==> config.mk <==
export PLATFORM = sky130hd
export DESIGN_NAME = uart_seg7_scan_flat
export DESIGN_NICKNAME = d
export VERILOG_FILES = /design/src/rtl/uart_seg7_scan_if.sv /design/src/rtl/uart_seg7_scan.sv /design/src/flat_wrapper.sv
export SDC_FILE = /design/constraint.sdc
export NUM_CORES = 1
export LEC_CHECK = 0
export CAP_MARGIN = 0
export CORE_UTILIZATION = 45
export DETAILED_ROUTE_END_ITERATION = 7
export DONT_BUFFER_PORTS = 1
export GPL_TIMING_DRIVEN = 0
export HOLD_SLACK_MARGIN = 0.03
export PLACE_DENSITY = 0.58
export SETUP_SLACK_MARGIN = 0.05
export SYNTH_ARGS = -nofsm -noshare
export SYNTH_HDL_FRONTEND = slang
export SYNTH_SLANG_ARGS = --single-unit
export TNS_END_PERCENT = 20
==> constraint.sdc <==
create_clock -name clk -period 4.4 [get_ports clk]
set_clock_uncertainty 0.15 [all_clocks]
set_input_delay 0.44 -clock clk [delete_from_list [all_inputs] [get_ports clk]]
set_output_delay 0.44 -clock clk [all_outputs]
set_load 0.05 [all_outputs]
==> src/rtl/uart_seg7_scan_if.sv <==
// uart_seg7_scan_if: received-byte strobe bundle from the UART RX
// into the 7-segment scan controller.
interface uart_seg7_scan_if;
  logic       rx_valid;
  logic [7:0] rx_data;

  modport master (
    output rx_valid,
    output rx_data
  );

  modport slave (
    input rx_valid,
    input rx_data
  );
endinterface

==> src/rtl/uart_seg7_scan.sv <==
// uart_seg7_scan: UART byte stream to a 4-digit multiplexed
// 7-segment display, edit buffer committed on CR/LF.
module uart_seg7_scan #(
  parameter int SCAN_CYCLES = 6750,
  parameter int DEAD_CYCLES = 64
) (
  input  logic             clk,
  input  logic             reset_n,
  uart_seg7_scan_if.slave  rx,
  output logic [6:0]       seg,
  output logic [3:0]       dig_en,
  output logic             err,
  output logic             ovf
);

  localparam int CW = $clog2(SCAN_CYCLES);
  localparam logic [CW-1:0] SLOT_LAST = CW'(SCAN_CYCLES - 1);
  localparam logic [CW-1:0] SLOT_DEAD = CW'(DEAD_CYCLES);
  localparam logic [15:0] ALL_BLANK = 16'hFFFF;

  logic [3:0][3:0] editBuf;
  logic [3:0][3:0] editNext;
  logic [3:0][3:0] dispBuf;
  logic [3:0][3:0] dispNext;
  logic [2:0]      editCnt;
  logic [2:0]      cntNext;
  logic            errNext;
  logic            ovfNext;
  logic [CW-1:0]   slotCnt;
  logic [1:0]      digIdx;
  logic [7:0]      rxByte;
  logic            isDigit;
  logic            isCommit;
  logic            isBack;
  logic            isEsc;
  logic            slotEnd;
  logic            slotLive;

  function automatic logic [6:0] segMap(input logic [3:0] code);
    case (code)
      4'd0:    segMap = 7'h3F;
      4'd1:    segMap = 7'h09;
      4'd2:    segMap = 7'h5E;
      4'd3:    segMap = 7'h5B;
      4'd4:    segMap = 7'h69;
      4'd5:    segMap = 7'h73;
      4'd6:    segMap = 7'h77;
      4'd7:    segMap = 7'h19;
      4'd8:    segMap = 7'h7F;
      4'd9:    segMap = 7'h7B;
      default: segMap = 7'h00;
    endcase
  endfunction

  assign rxByte   = rx.rx_data;
  assign slotEnd  = slotCnt == SLOT_LAST;
  assign slotLive = slotCnt >= SLOT_DEAD;

  // 0x08 is backspace, so it is excluded from the raw-digit range
  always_comb begin
    isBack   = rxByte == 8'h08;
    isCommit = (rxByte == 8'h0D) || (rxByte == 8'h0A);
    isEsc    = rxByte == 8'h1B;
    isDigit  = !isBack &&
               (((rxByte >= 8'h30) && (rxByte <= 8'h39)) ||
                (rxByte <= 8'h09));
  end

  always_comb begin
    editNext = editBuf;
    dispNext = dispBuf;
    cntNext  = editCnt;
    errNext  = 1'b0;
    ovfNext  = 1'b0;
    if (rx.rx_valid) begin
      unique case (1'b1)
        isBack: begin
          if (editCnt != 3'd0) begin
            editNext = {4'hF, editBuf[3:1]};
            cntNext  = editCnt - 3'd1;
          end
        end
        isDigit: begin
          editNext = {editBuf[2:0], rxByte[3:0]};
          if (editCnt == 3'd4) ovfNext = 1'b1;
          else cntNext = editCnt + 3'd1;
        end
        isCommit: begin
          dispNext = editBuf;
          editNext = ALL_BLANK;
          cntNext  = 3'd0;
        end
        isEsc: begin
          editNext = ALL_BLANK;
          cntNext  = 3'd0;
        end
        default: errNext = 1'b1;
      endcase
    end
  end

  always_ff @(posedge clk or negedge reset_n) begin
    if (!reset_n) begin
      editBuf <= ALL_BLANK;
      dispBuf <= ALL_BLANK;
      editCnt <= 3'd0;
      err     <= 1'b0;
      ovf     <= 1'b0;
      slotCnt <= '0;
      digIdx  <= 2'd0;
      dig_en  <= 4'b0000;
      seg     <= 7'h00;
    end else begin
      editBuf <= editNext;
      dispBuf <= dispNext;
      editCnt <= cntNext;
      err     <= errNext;
      ovf     <= ovfNext;
      slotCnt <= slotEnd ? '0 : slotCnt + 1'b1;
      if (slotEnd) digIdx <= digIdx + 2'd1;
      // seg and enable share one edge so no stale pattern leaks
      dig_en  <= slotLive ? (4'b0001 << digIdx) : 4'b0000;
      seg     <= slotLive ? segMap(dispBuf[digIdx]) : 7'h00;
    end
  end

endmodule

==> src/flat_wrapper.sv <==
// flat-port wrapper written by rule: the top's interface ports become plain ports
module uart_seg7_scan_flat 
#(
  parameter int SCAN_CYCLES = 6750,
  parameter int DEAD_CYCLES = 64
)
  (clk, reset_n, seg, dig_en, err, ovf, rx_rx_valid, rx_rx_data);
  uart_seg7_scan_if rx_i ();
  input  logic clk;
  input  logic reset_n;
  output logic [6:0] seg;
  output logic [3:0] dig_en;
  output logic err;
  output logic ovf;
  input wire logic [$bits(rx_i.rx_valid)-1:0] rx_rx_valid;
  input wire logic [$bits(rx_i.rx_data)-1:0] rx_rx_data;
  assign rx_i.rx_valid = rx_rx_valid;
  assign rx_i.rx_data = rx_rx_data;
  uart_seg7_scan #(.SCAN_CYCLES(SCAN_CYCLES), .DEAD_CYCLES(DEAD_CYCLES)) u_core (.clk(clk), .reset_n(reset_n), .rx(rx_i), .seg(seg), .dig_en(dig_en), .err(err), .ovf(ovf));
endmodule
==> results.sh, run 1 <==
export IMPL_synthMuxAreaShare=0.146
export IMPL_row_count=30
export IMPL_first_pass_iters=4
export IMPL_clockRootBuffer="clkbuf_8"
export IMPL_post_route_period_util=0.584
export IMPL_wl_mm=5.82
export IMPL_clkTransAtPathRegs_ps=70
export IMPL_syn_nets=302
export IMPL_fp_dieH_um=87.3
export IMPL_diodes=0
export IMPL_grt_setup_unrepaired="false"
export IMPL_timing_fmax_mhz=389
export IMPL_yosysSeqAreaShare=0.494
export IMPL_grt_pass1_wl_mm=10.1
export IMPL_timing_hold_ws_ps=317
export IMPL_antenna_found_initial=0
export IMPL_setup_slack_ps=1830
export IMPL_ios=24
export IMPL_slew_headroom=0.645
export IMPL_hp_class="in2reg"
export IMPL_synth_cell_type_count=46
export IMPL_syn_area_per_cell_um2=11.8
export IMPL_synth_top_family_by_area="simple AND/OR/NAND/NOR gates"
export IMPL_synthSimpleGateAreaFrac=0.157
export IMPL_drt_wirelength_per_cell_um=14.9
export IMPL_clockPowerShare=0.301
export IMPL_maxSlewViolCount=0
export IMPL_drive_above_1_share=0.285
export IMPL_grt_pass1_vias=2067
export IMPL_worstMarginPinSlew_ps=528
export IMPL_cts_resized=0
export IMPL_vias_per_cell=5.35
export IMPL_ys_ff_latch=63
export IMPL_required_ps=4470
export IMPL_synthArstFlopShare=1.00
export IMPL_drc_errors=0
export IMPL_cts_path_max_buffers=2
export IMPL_area_growth_pct=9.94
export IMPL_cellLeakagePower_uw=0.00159
export IMPL_ant_nets=0
export IMPL_cts_buffers=9
export IMPL_core_mm2=0.00691
export IMPL_via_count=2090
export IMPL_path_max_fanout=10
export IMPL_clock_sinks=63
export IMPL_hold_viol=0
export IMPL_synth_area_leader_cell="dfstp_2"
export IMPL_start_util=0.474
export IMPL_ys_warn_count=0
export IMPL_status="finished clean"
export IMPL_synth_fa_ha_area_frac=0.0558
export IMPL_p_sw_frac=0.265
export IMPL_synth_edf_count=0
export IMPL_fin_util=0.521
export IMPL_cts_tree="done"
export IMPL_grt_usage=0.177
export IMPL_tns_ps=0
export IMPL_ir_worst_vdd_v=0.000194
export IMPL_h_tree_depth=3
export IMPL_port_buffers=0
export IMPL_setup_viol=0
export IMPL_critPathKind="in2reg"
export IMPL_min_period_ps=2570
export IMPL_arrival_ps=2640
export IMPL_die_area_mm2=0.00762
export IMPL_synth_top_area_share=0.257
export IMPL_netlist_top_cells_area="dfstp_2, dfrtp_1, mux2_2"
export IMPL_overflow=0
export IMPL_finish_net_count=315
export IMPL_place_ws_ps=1510
export IMPL_grt_max_degree=64
export IMPL_critPathCaptureType="register"
export IMPL_holdBufCountCts=2
export IMPL_p_sw_uw=379
export IMPL_drt_iter0_drc=76
export IMPL_intPower_uw=1050
export IMPL_dpl_hpwl_mm=3.94
export IMPL_synth_compound_area_frac=0.0803
export IMPL_die_w_um=87.3
export IMPL_gp_congestion=0.750
export IMPL_synth_flop_cell="dfstp_2"
export IMPL_power_share_combinational=0.144
export IMPL_power_density_mw_per_mm2=397
export IMPL_clock_latency_ps=340
export IMPL_synth_area_mm2=0.00327
export IMPL_postCtsSetupBuffers=0
export IMPL_drv_cap=0
export IMPL_netlist_instances=277
export IMPL_cp_start_kind="input pin"
export IMPL_synth_xor_area_frac=0.0348
export IMPL_pwr_share_seq=0.555
## flip-flops by register name, indices dropped and copies added, names as in the netlist
name            flops
u_core.editBuf     16
u_core.slotCnt     13
u_core.dig_en       4
u_core.ovf          1
u_core.dispBuf     16
u_core.digIdx       2
u_core.seg          7
u_core.editCnt      3
u_core.err          1
## power groups by stage
stage / combinational [µW] / clock, µW / sequential [µW]
2_1_floorplan: 169 / 0 / 770
3_3_place_gp: 186 / 0 / 801
3_5_place_dp: 191 / 0 / 804
4_1_cts: 208 / 449 / 795
5_1_grt: 229 / 479 / 808
6_report: 206 / 430 / 793
## cell type report
type / count / area [µm²]
well taps: 96 / 120
multi-input cells: 190 / 1550
plain buffers: 12 / 61.3
fillers: 649 / 3310
repair buffers: 2 / 37.5
clock buffers: 12 / 145
inverters: 12 / 45.0
clock inverters: 4 / 22.5
flip-flops and latches: 63 / 1620
## through the flow
stage	area, µm²	power (µW)	instances
after floorplan	3270	938	277
after global placement	3390	988	373
after detailed placement	3390	995	373
after CTS	3600	1450	391
after global routing	3600	1520	391
final	3600	1430	391
## final timing paths
path                                                 from                        endpoint  slack, ps  cells past startpoint
max                                         rx_rx_data[5]   u_core.editCnt[2]$_DFFE_PN0P_       1830                     10
min                                         rx_rx_data[1]   u_core.editBuf[1]$_DFFE_PN1P_        320                      3
max reg2reg                  u_core.digIdx[0]$_DFFE_PN0N_         u_core.seg[1]$_DFF_PN0_       2020                      7
min reg2reg                u_core.editBuf[12]$_DFFE_PN1P_  u_core.editBuf[12]$_DFFE_PN1P_        330                      2
max in group asynchronous                         reset_n   u_core.dispBuf[6]$_DFFE_PN1P_       3300                      2
min in group asynchronous                         reset_n         u_core.seg[4]$_DFF_PN0_        490                      2
## worst max-delay path, stage by stage
cell	delay, ps
xor2_1	170
nor4b_4	480
and2_4	270
inv_2	70
buf_6	150
fa_1	410
inv_1	90
o21a_1	120
o21ai_0	70
a221o_1	360
## synthesized netlist by cell type (2+ instances only)
| cell | instances |
|---|---|
| mux2_1 | 6 |
| inv_1 | 11 |
| mux4_2 | 4 |
| nor2_1 | 23 |
| nand2b_1 | 6 |
| o21a_1 | 2 |
| and3_1 | 9 |
| and2_1 | 7 |
| buf_6 | 2 |
| nor2b_1 | 3 |
| mux2_2 | 23 |
| nand3_1 | 8 |
| or3_1 | 2 |
| nand2_1 | 11 |
| a21oi_1 | 7 |
| ha_1 | 13 |
| xnor2_1 | 5 |
| dfstp_2 | 32 |
| clkbuf_1 | 9 |
| xor2_1 | 8 |
| nor4b_4 | 2 |
| mux2i_1 | 6 |
| nand4b_1 | 2 |
| nand3b_1 | 5 |
| o31a_1 | 4 |
| dfrtp_1 | 31 |
| nor3b_1 | 2 |
| o21ai_0 | 8 |
| a211o_1 | 7 |
| a221o_1 | 2 |
| nor4_1 | 2 |
## metal layers
| metal | track usage | vias up | routed length, µm |
|---|---|---|---|
| met5 | 0 | - | 0 |
| met4 | 0.0626 | 0 | 74 |
| met3 | 0.0626 | 7 | 202 |
| met2 | 0.266 | 36 | 2630 |
| met1 | 0.238 | 1039 | 2920 |
| li1 | - | 1008 | - |
## placed cells by master (no fill, tap or decap), types with 3 or more instances in the layout
cell	n
a211o_1	7
a21oi_1	7
and2_1	7
and3_1	9
clkbuf_1	11
clkbuf_8	10
clkinv_2	3
dfrtp_1	31
dfstp_2	32
ha_1	13
inv_1	11
mux2_1	6
mux2_2	23
mux2i_1	6
mux4_2	4
nand2_1	11
nand2b_1	6
nand3_1	8
nand3b_1	5
nor2_1	23
nor2b_1	3
o21ai_0	8
o31a_1	4
xnor2_1	5
xor2_1	8
## logic make-up after synthesis
group,after synthesis
flip-flops,63
multiplexers,39
AO/OA/AOI/OAI,36
adder cells (fa/ha/maj),14
XOR/XNOR,13
AND/OR/NAND/NOR,88
buffers and inverters,24
No activity file was read; power rests on OpenSTA's default activity.
==> run 2: changes to the inputs <==
- clock period: 4.4 -> 2.47 ns (I/O delays scaled with it)
==> results.sh, run 2 (synthesis gave the netlist of run 1 again) <==
export IMPL_first_pass_iters=4
export IMPL_grt_pass1_vias=1965
export IMPL_final_common_cell="dfstp_2"
export IMPL_critPathKind="reg2reg"
export IMPL_drv_cap=0
export IMPL_path_max_fanout=5
export IMPL_row_count=30
export IMPL_grt_setup_unrepaired="false"
export IMPL_clockPowerShare=0.361
export IMPL_rrSetupSlack_ps=230
export IMPL_clock_latency_ps=330
export IMPL_required_ps=2540
export IMPL_clock_sinks=63
export IMPL_cts_tree="done"
export IMPL_setup_viol=0
export IMPL_h_tree_depth=3
export IMPL_fin_util=0.533
export IMPL_p_sw_uw=676
export IMPL_timing_fmax_mhz=447
export IMPL_port_buffers=0
export IMPL_clockRootBuffer="clkbuf_8"
export IMPL_grt_pass1_wl_mm=9.69
export IMPL_place_ws_ps=-252
export IMPL_diodes=0
export IMPL_drive_above_1_share=0.307
export IMPL_die_w_um=87.3
export IMPL_gp_congestion=0.767
export IMPL_wl_mm=5.72
export IMPL_grt_max_degree=64
export IMPL_ios=24
export IMPL_finish_net_count=316
export IMPL_grt_usage=0.168
export IMPL_area_growth_pct=12.5
export IMPL_fp_dieH_um=87.3
export IMPL_tns_ps=0
export IMPL_overflow=0
export IMPL_drt_iter0_drc=84
export IMPL_drc_errors=0
export IMPL_power_density_mw_per_mm2=757
export IMPL_stdcell_area_mm2=0.00368
export IMPL_clkTransAtPathRegs_ps=70
export IMPL_cts_path_max_buffers=2
export IMPL_maxSlewViolCount=0
export IMPL_ir_worst_vdd_v=0.000411
export IMPL_min_period_ps=2240
export IMPL_placed_area_mm2=0.00340
export IMPL_p_sw_frac=0.243
export IMPL_setup_slack_ps=233
export IMPL_dp_cells=373
export IMPL_fin_cells=392
export IMPL_final_cell_mix="dfstp_2, dfrtp_1, nor2_1, mux2_2, ha_1"
export IMPL_dpl_hpwl_mm=3.91
export IMPL_cellLeakagePower_uw=0.00163
export IMPL_ant_nets=0
export IMPL_arrival_ps=2310
export IMPL_cts_buffers=9
export IMPL_power_share_combinational=0.133
export IMPL_core_mm2=0.00691
export IMPL_critPathCaptureType="register"
export IMPL_antenna_found_initial=0
export IMPL_largestRegisters="u_core.dispBuf x16, u_core.editBuf x16, u_core.slotCnt x13"
export IMPL_status="finished clean"
export IMPL_drt_wirelength_per_cell_um=14.6
export IMPL_die_area_mm2=0.00762
export IMPL_cp_start_kind="register"
export IMPL_via_count=2052
export IMPL_start_util=0.474
export IMPL_hp_class="in2reg"
export IMPL_post_route_period_util=0.906
export IMPL_worstMarginPinSlew_ps=564
export IMPL_intPower_uw=2110
export IMPL_slew_headroom=0.624
export IMPL_pwr_share_seq=0.506
export IMPL_vias_per_cell=5.23
export IMPL_hold_viol=0
==> run 2: critical path: stages, from the launching register on <==
cell and delay (ps):
dfrtp_1 370, clkbuf_2 240, mux4_2 590, inv_1 160
ha_1 270, nand2b_1 150, a21oi_1 140, nor2_1 50
==> run 2: path summary, 6_finish.rpt <==
check	startpoint	to	depth (start not counted)
hold / removal	rx_rx_data[3]	u_core.editBuf[3]$_DFFE_PN1P_	3
setup reg to reg	u_core.digIdx[0]$_DFFE_PN0N_	u_core.seg[1]$_DFF_PN0_	7
max in group asynchronous	reset_n	u_core.dispBuf[7]$_DFFE_PN1P_	2
setup / recovery	u_core.digIdx[0]$_DFFE_PN0N_	u_core.seg[1]$_DFF_PN0_	7
hold reg to reg	u_core.editBuf[14]$_DFFE_PN1P_	u_core.editBuf[14]$_DFFE_PN1P_	2
min in group asynchronous	reset_n	u_core.seg[6]$_DFF_PN0_	2
==> run 2: area by class of cell <==
cell class,count,area [µm²]
sequential,63,1620
multi-input combinational,190,1560
inverter,12,45.0
buffer,12,62.6
tap,96,120
fill,626,3230
clock inverter,5,80.1
timing repair buffer,3,45.0
clock buffer,11,151
==> run 2: what timing repair did <==
action / CTS / global route
hold endpoints to repair: 63 / 0
endpoints found under the setup margin: 1 / 1
cloned: 0 / 0
resized for setup: 1 / 0
pin swaps: 0 / 1
setup buffers: 0 / 1
hold buffers: 2 / 0
==> run 2: routing by layer <==
metal,share of wire,up-vias,GRT usage
li1,-,1001,-
met1,0.51,1021,0.235
met2,0.46,25,0.251
met3,0.025,5,0.0483
met4,0.0070,0,0.0492
met5,0,-,0
==> run 2: power groups by stage <==
stage                     Clock, µW  Combinational, µW  Sequential, µW
after global placement            0                337            1430
after floorplan                   0                307            1370
after global routing           1080                424            1440
final                          1010                371            1410
after CTS                      1040                374            1410
after detailed placement          0                343            1430
==> run 2: stage by stage <==
stage / power (µW) / hold slack, ps
3_3_place_gp: 1760 / -197
2_1_floorplan: 1680 / -199
6_report: 2780 / 131
4_1_cts: 2830 / 115
3_5_place_dp: 1770 / -197
5_1_grt: 2950 / 148
==> run 3: changes to the inputs <==
- GPL_ROUTABILITY_DRIVEN: not set -> 0
==> results of run 3 <==
Same layout as run 2: the final DEF is identical, and so are final timing and power.
